File: config.mk
export PLATFORM = sky130hd
export DESIGN_NAME = cpu_controller
export DESIGN_NICKNAME = d
export VERILOG_FILES = /design/src/rtl/cpu_controller.sv
export SDC_FILE = /design/constraint.sdc
export NUM_CORES = 1
export LEC_CHECK = 0
export ABC_AREA = 1
export ABC_CLOCK_PERIOD_IN_PS = 3000
export BUFFER_PORTS_ARGS = -buffer_cell sky130_fd_sc_hd__buf_2
export CAP_MARGIN = 20
export CORE_AREA = 3 3 40 42
export CTS_BUF_LIST = sky130_fd_sc_hd__clkbuf_4
export CTS_CLUSTER_DIAMETER = 120
export DETAILED_ROUTE_END_ITERATION = 6
export DIE_AREA = 0 0 43 45
export GPL_TIMING_DRIVEN = 0
export PLACE_DENSITY_LB_ADDON = 0.05
export SLEW_MARGIN = 20
export SYNTH_ARGS = -nofsm -noshare
export SYNTH_HDL_FRONTEND = slang
export SYNTH_SLANG_ARGS = --single-unit
File: constraint.sdc
create_clock -name clk -period 3 [get_ports clk]
set_input_delay 0.3 -clock clk [delete_from_list [all_inputs] [get_ports clk]]
set_output_delay 0.3 -clock clk [all_outputs]
set_load 0.02 [all_outputs]
File: src/rtl/cpu_controller.sv
// Eight-phase instruction sequencer for the 8-bit CPU.
// Steps fetch/execute phases and decodes control strobes per opcode.
module cpu_controller (
  input  logic       clk,
  input  logic       rst,
  input  logic [2:0] opcode,
  input  logic       zero,
  output logic       sel,
  output logic       rd,
  output logic       ld_ir,
  output logic       inc_pc,
  output logic       ld_pc,
  output logic       ld_ac,
  output logic       wr,
  output logic       data_e,
  output logic       halt,
  output logic [2:0] phase
);

  typedef enum logic [2:0] {
    INST_ADDR  = 3'd0,
    INST_FETCH = 3'd1,
    INST_LOAD  = 3'd2,
    IDLE       = 3'd3,
    OP_ADDR    = 3'd4,
    OP_FETCH   = 3'd5,
    ALU_OP     = 3'd6,
    STORE      = 3'd7
  } phase_t;

  localparam logic [2:0] OPC_HLT = 3'b000;
  localparam logic [2:0] OPC_SKZ = 3'b001;
  localparam logic [2:0] OPC_ADD = 3'b010;
  localparam logic [2:0] OPC_AND = 3'b011;
  localparam logic [2:0] OPC_XOR = 3'b100;
  localparam logic [2:0] OPC_LDA = 3'b101;
  localparam logic [2:0] OPC_STO = 3'b110;
  localparam logic [2:0] OPC_JMP = 3'b111;

  phase_t ph;
  logic   halted;

  logic is_hlt;
  logic is_skz;
  logic is_sto;
  logic is_jmp;
  logic is_alu;

  assign is_hlt = (opcode == OPC_HLT);
  assign is_skz = (opcode == OPC_SKZ);
  assign is_sto = (opcode == OPC_STO);
  assign is_jmp = (opcode == OPC_JMP);
  assign is_alu = (opcode == OPC_ADD) ||
                  (opcode == OPC_AND) ||
                  (opcode == OPC_XOR) ||
                  (opcode == OPC_LDA);

  // Once halted, the counter parks at OP_ADDR until reset.
  always_ff @(posedge clk or posedge rst) begin
    if (rst) begin
      ph     <= INST_ADDR;
      halted <= 1'b0;
    end else if (!halted) begin
      if (ph == OP_ADDR && is_hlt) begin
        halted <= 1'b1;
      end else begin
        ph <= phase_t'(ph + 3'd1);
      end
    end
  end

  always_comb begin
    sel    = 1'b0;
    rd     = 1'b0;
    ld_ir  = 1'b0;
    inc_pc = 1'b0;
    ld_pc  = 1'b0;
    ld_ac  = 1'b0;
    wr     = 1'b0;
    data_e = 1'b0;
    halt   = 1'b0;
    if (halted) begin
      halt = 1'b1;
    end else begin
      unique case (ph)
        INST_ADDR: begin
          sel = 1'b1;
        end
        INST_FETCH: begin
          sel = 1'b1;
          rd  = 1'b1;
        end
        INST_LOAD, IDLE: begin
          sel   = 1'b1;
          rd    = 1'b1;
          ld_ir = 1'b1;
        end
        OP_ADDR: begin
          inc_pc = 1'b1;
          halt   = is_hlt;
        end
        OP_FETCH: begin
          rd = is_alu;
        end
        ALU_OP: begin
          rd     = is_alu;
          inc_pc = is_skz & zero;
          ld_pc  = is_jmp;
          data_e = is_sto;
        end
        STORE: begin
          // PC block resolves ld_pc over inc_pc for JMP.
          rd     = is_alu;
          ld_ac  = is_alu;
          inc_pc = is_jmp;
          ld_pc  = is_jmp;
          wr     = is_sto;
          data_e = is_sto;
        end
        default: ;
      endcase
    end
  end

  assign phase = ph;

endmodule

==> impl_metrics.csv <==
group,metric,value,unit
yosys,ys_ff_latch,4,
yosys,synth_xor_area_share,0,%
power_and_ir_drop,p_leak,0.000292,µW
power_and_ir_drop,vdd_ir_drop_max,0.137,mV
cells_and_area,multi_input_area,238,µm²
cells_and_area,n_fill_cell,147,
worst_setup_path,crit_type,"flip-flop to output pin",
clocking,clkTransAtPathRegs,0.04,ns
global_route,track_usage,10.3,%
timing,maxSlewHeadroom,84.7,%
worst_setup_path,cp_max_fo,7,
worst_setup_path,required,2.70,ns
cells_and_area,final_cell_mix,"buf_2, nand2_1, nand3_1, inv_1, ha_1",
worst_setup_path,crit_chain,"ha_1 -> ha_1 -> inv_1 -> nor3_1 -> buf_2",
run,cap_viol_max_count,0,
cells_and_area,finalInstanceArea,512,µm²
floorplanning,die-area,1940,µm²
yosys,synthCells,53,
yosys,synthAdderAreaFrac,16.7,%
cells_and_area,antenna_cells,0,
worst_setup_path,startpoint_type,"flip-flop",
power_and_ir_drop,p_per_area,263,nW/µm²
yosys,synth_compound_area_share,2.67,%
timing,fin_skew,0.00150,ns
yosys,synth-simple-area-share,44.0,%
clocking,insertion_delay,0.24,ns
cells_and_area,regArea,100,µm²
global_route,grt_pass1_vias,320,
timing,rsz0062_at_grt,"no",
drt,wl_per_cell,9.43,µm
drt,routed_via_density,4.24,
timing,finalSetupViolCount,0,
global_route,antenna_found_initial,0,
drt,postRouteAntennaNets,0,
clocking,clock-root-buffer,"clkbuf_4",
global_route,grt_pass1_wl,1.41,mm
global_route,grt_max_degree,9,
drt,firstDrtPassIters,3,
timing,min_period,1.75,ns
clocking,htree_levels,1,
worst_setup_path,crit_top_cell,"ha_1",
timing,fin_crit_sh,58.4,%
placed_design,placed_area,479,µm²
floorplanning,start_util,29.2,%
global_route,gr-total-overflow,0,
clocking,tritoncts,"done",
drt,num_vias,377,
placed_design,place.gp.congestion,0.655,
yosys,avgSynthCellArea,7.08,µm²
drt,routed_wirelength,839,µm
timing,fin_tns_setup,0,ns
yosys,yosys-mux-area-fraction,0,%
worst_setup_path,max_stage_delay,0.44,ns
yosys,synth_seq_area_share,26.7,%
power_and_ir_drop,finalPower,135,µW
floorplanning,ios,18,
cells_and_area,nNetsFinal,87,
yosys,synth_top_family_by_area,"simple AND/OR/NAND/NOR gates",
floorplanning,die_w,43,µm
cells_and_area,areaGrowthSynthToFinish,36.3,%
yosys,synth.net_count,64,
min_path,hold_class,"input port to flip-flop",
drt,drt-initial-drc-count,4,
timing,worst_pin_slew,0.229,ns
clocking,numClockSinks,4,
floorplanning,coreArea,1280,µm²
placed_design,portBuffers,17,
worst_setup_path,cpMaxStageDelayCell,"dfrtp_1",
yosys,synthesis.area,375,µm²
outcome,status,"finished, final reports clean",
floorplanning,row_count,13,
cells_and_area,layout_commonest_cell,"buf_2",
clocking,cts_setup_buffers,0,
floorplanning,die_h,45,µm
timing,hold_violations,0,
clocking,cts_made_buffers,3,
worst_setup_path,critical_path_arrival,1.45,ns
worst_setup_path,endpoint_kind,"output pin",
cells_and_area,drive_gt1_share,39.2,%
drt,route.detailed.drc,0,
yosys,yosys.cell_types.count,14,
timing,slew_viol_final,0,
yosys,yosys_warnings,0,
timing,fmax,0.571,GHz
clocking,clockBufferDepth,2,
placed_design,dp_hpwl,686,µm
where the power goes:
part           switching (µW)  internal [µW]  total (µW)
Clock                    23.6           44.8        68.4
Sequential                  0           54.3        54.3
Combinational            7.33           4.75        12.1
final timing paths:
check / from / end / slack [ns] / cells after the start
max: phase[1] / wr / 1.25 / 5
min: opcode[0] / halted / 0.43 / 4
max reg2reg: phase[1] / phase[0] / 1.78 / 8
min reg2reg: phase[0] / phase[0] / 0.57 / 2
max in group asynchronous: rst / phase[1] / 2.37 / 3
min in group asynchronous: rst / halted / 0.48 / 3
cells in the mapped netlist (all sizes together):
cell type / n / share of area, %
nor3: 4 / 6.7
nand2: 14 / 16
nand3: 8 / 14
ha: 5 / 17
nor2: 6 / 7.3
a21oi: 1 / 1.3
dfrtp: 4 / 27
o21ai: 1 / 1.3
inv: 10 / 10
sequential cells by signal (all words and copies together), names as in the netlist:
name	count
halted	1
phase	3
kinds of logic (layout without fill, tap and decap cells):
logic type	Yosys count	count (layout)
DFF	4	4
buffers and inverters	10	31
and+or+nand+nor	32	32
adders and majority gates	5	5
AOI/OAI and AO/OA	2	2
stage by stage:
step | util (%) | worst slack [ns] | hold WS [ns] | cells
after floorplan | - | 1.29 | 0.0661 | 53
after global placement | 37.3 | 1.49 | 0.185 | 85
after detailed placement | 37.3 | 1.50 | 0.185 | 85
after CTS | 39.8 | 1.24 | 0.427 | 89
after global routing | 39.8 | 1.05 | 0.447 | 89
final | 39.8 | 1.25 | 0.427 | 89
repair_timing:
action,in CTS,in global routing
hold buffers,1,0
gates resized for setup,0,0
setup endpoints to repair,0,0
hold endpoints to repair,4,0
cell type report:
type / count / share of cell area (%)
Multi-Input combinational cell: 39 / 46.5
Inverter: 10 / 7.33
Timing Repair Buffer: 18 / 18.6
Clock buffer: 3 / 4.40
Sequential cell: 4 / 19.6
Tap cell: 15 / 3.67
per-layer routing:
metal	vias up	part of all wire (%)	track usage, %
met3	2	8.8	5.98
li1	208	-	-
met2	14	39	11.7
met4	0	2.6	7.23
met1	153	49	13.8
met5	-	0	0
critical path, delay by kind of cell, from the launching register on:
family / cells / cell delay, ns
adder cells (fa/ha/maj): 2 / 0.35
buffers and inverters: 2 / 0.25
AND/OR/NAND/NOR: 1 / 0.18
flip-flops: 1 / 0.44
(Power assumes the default switching activity.)
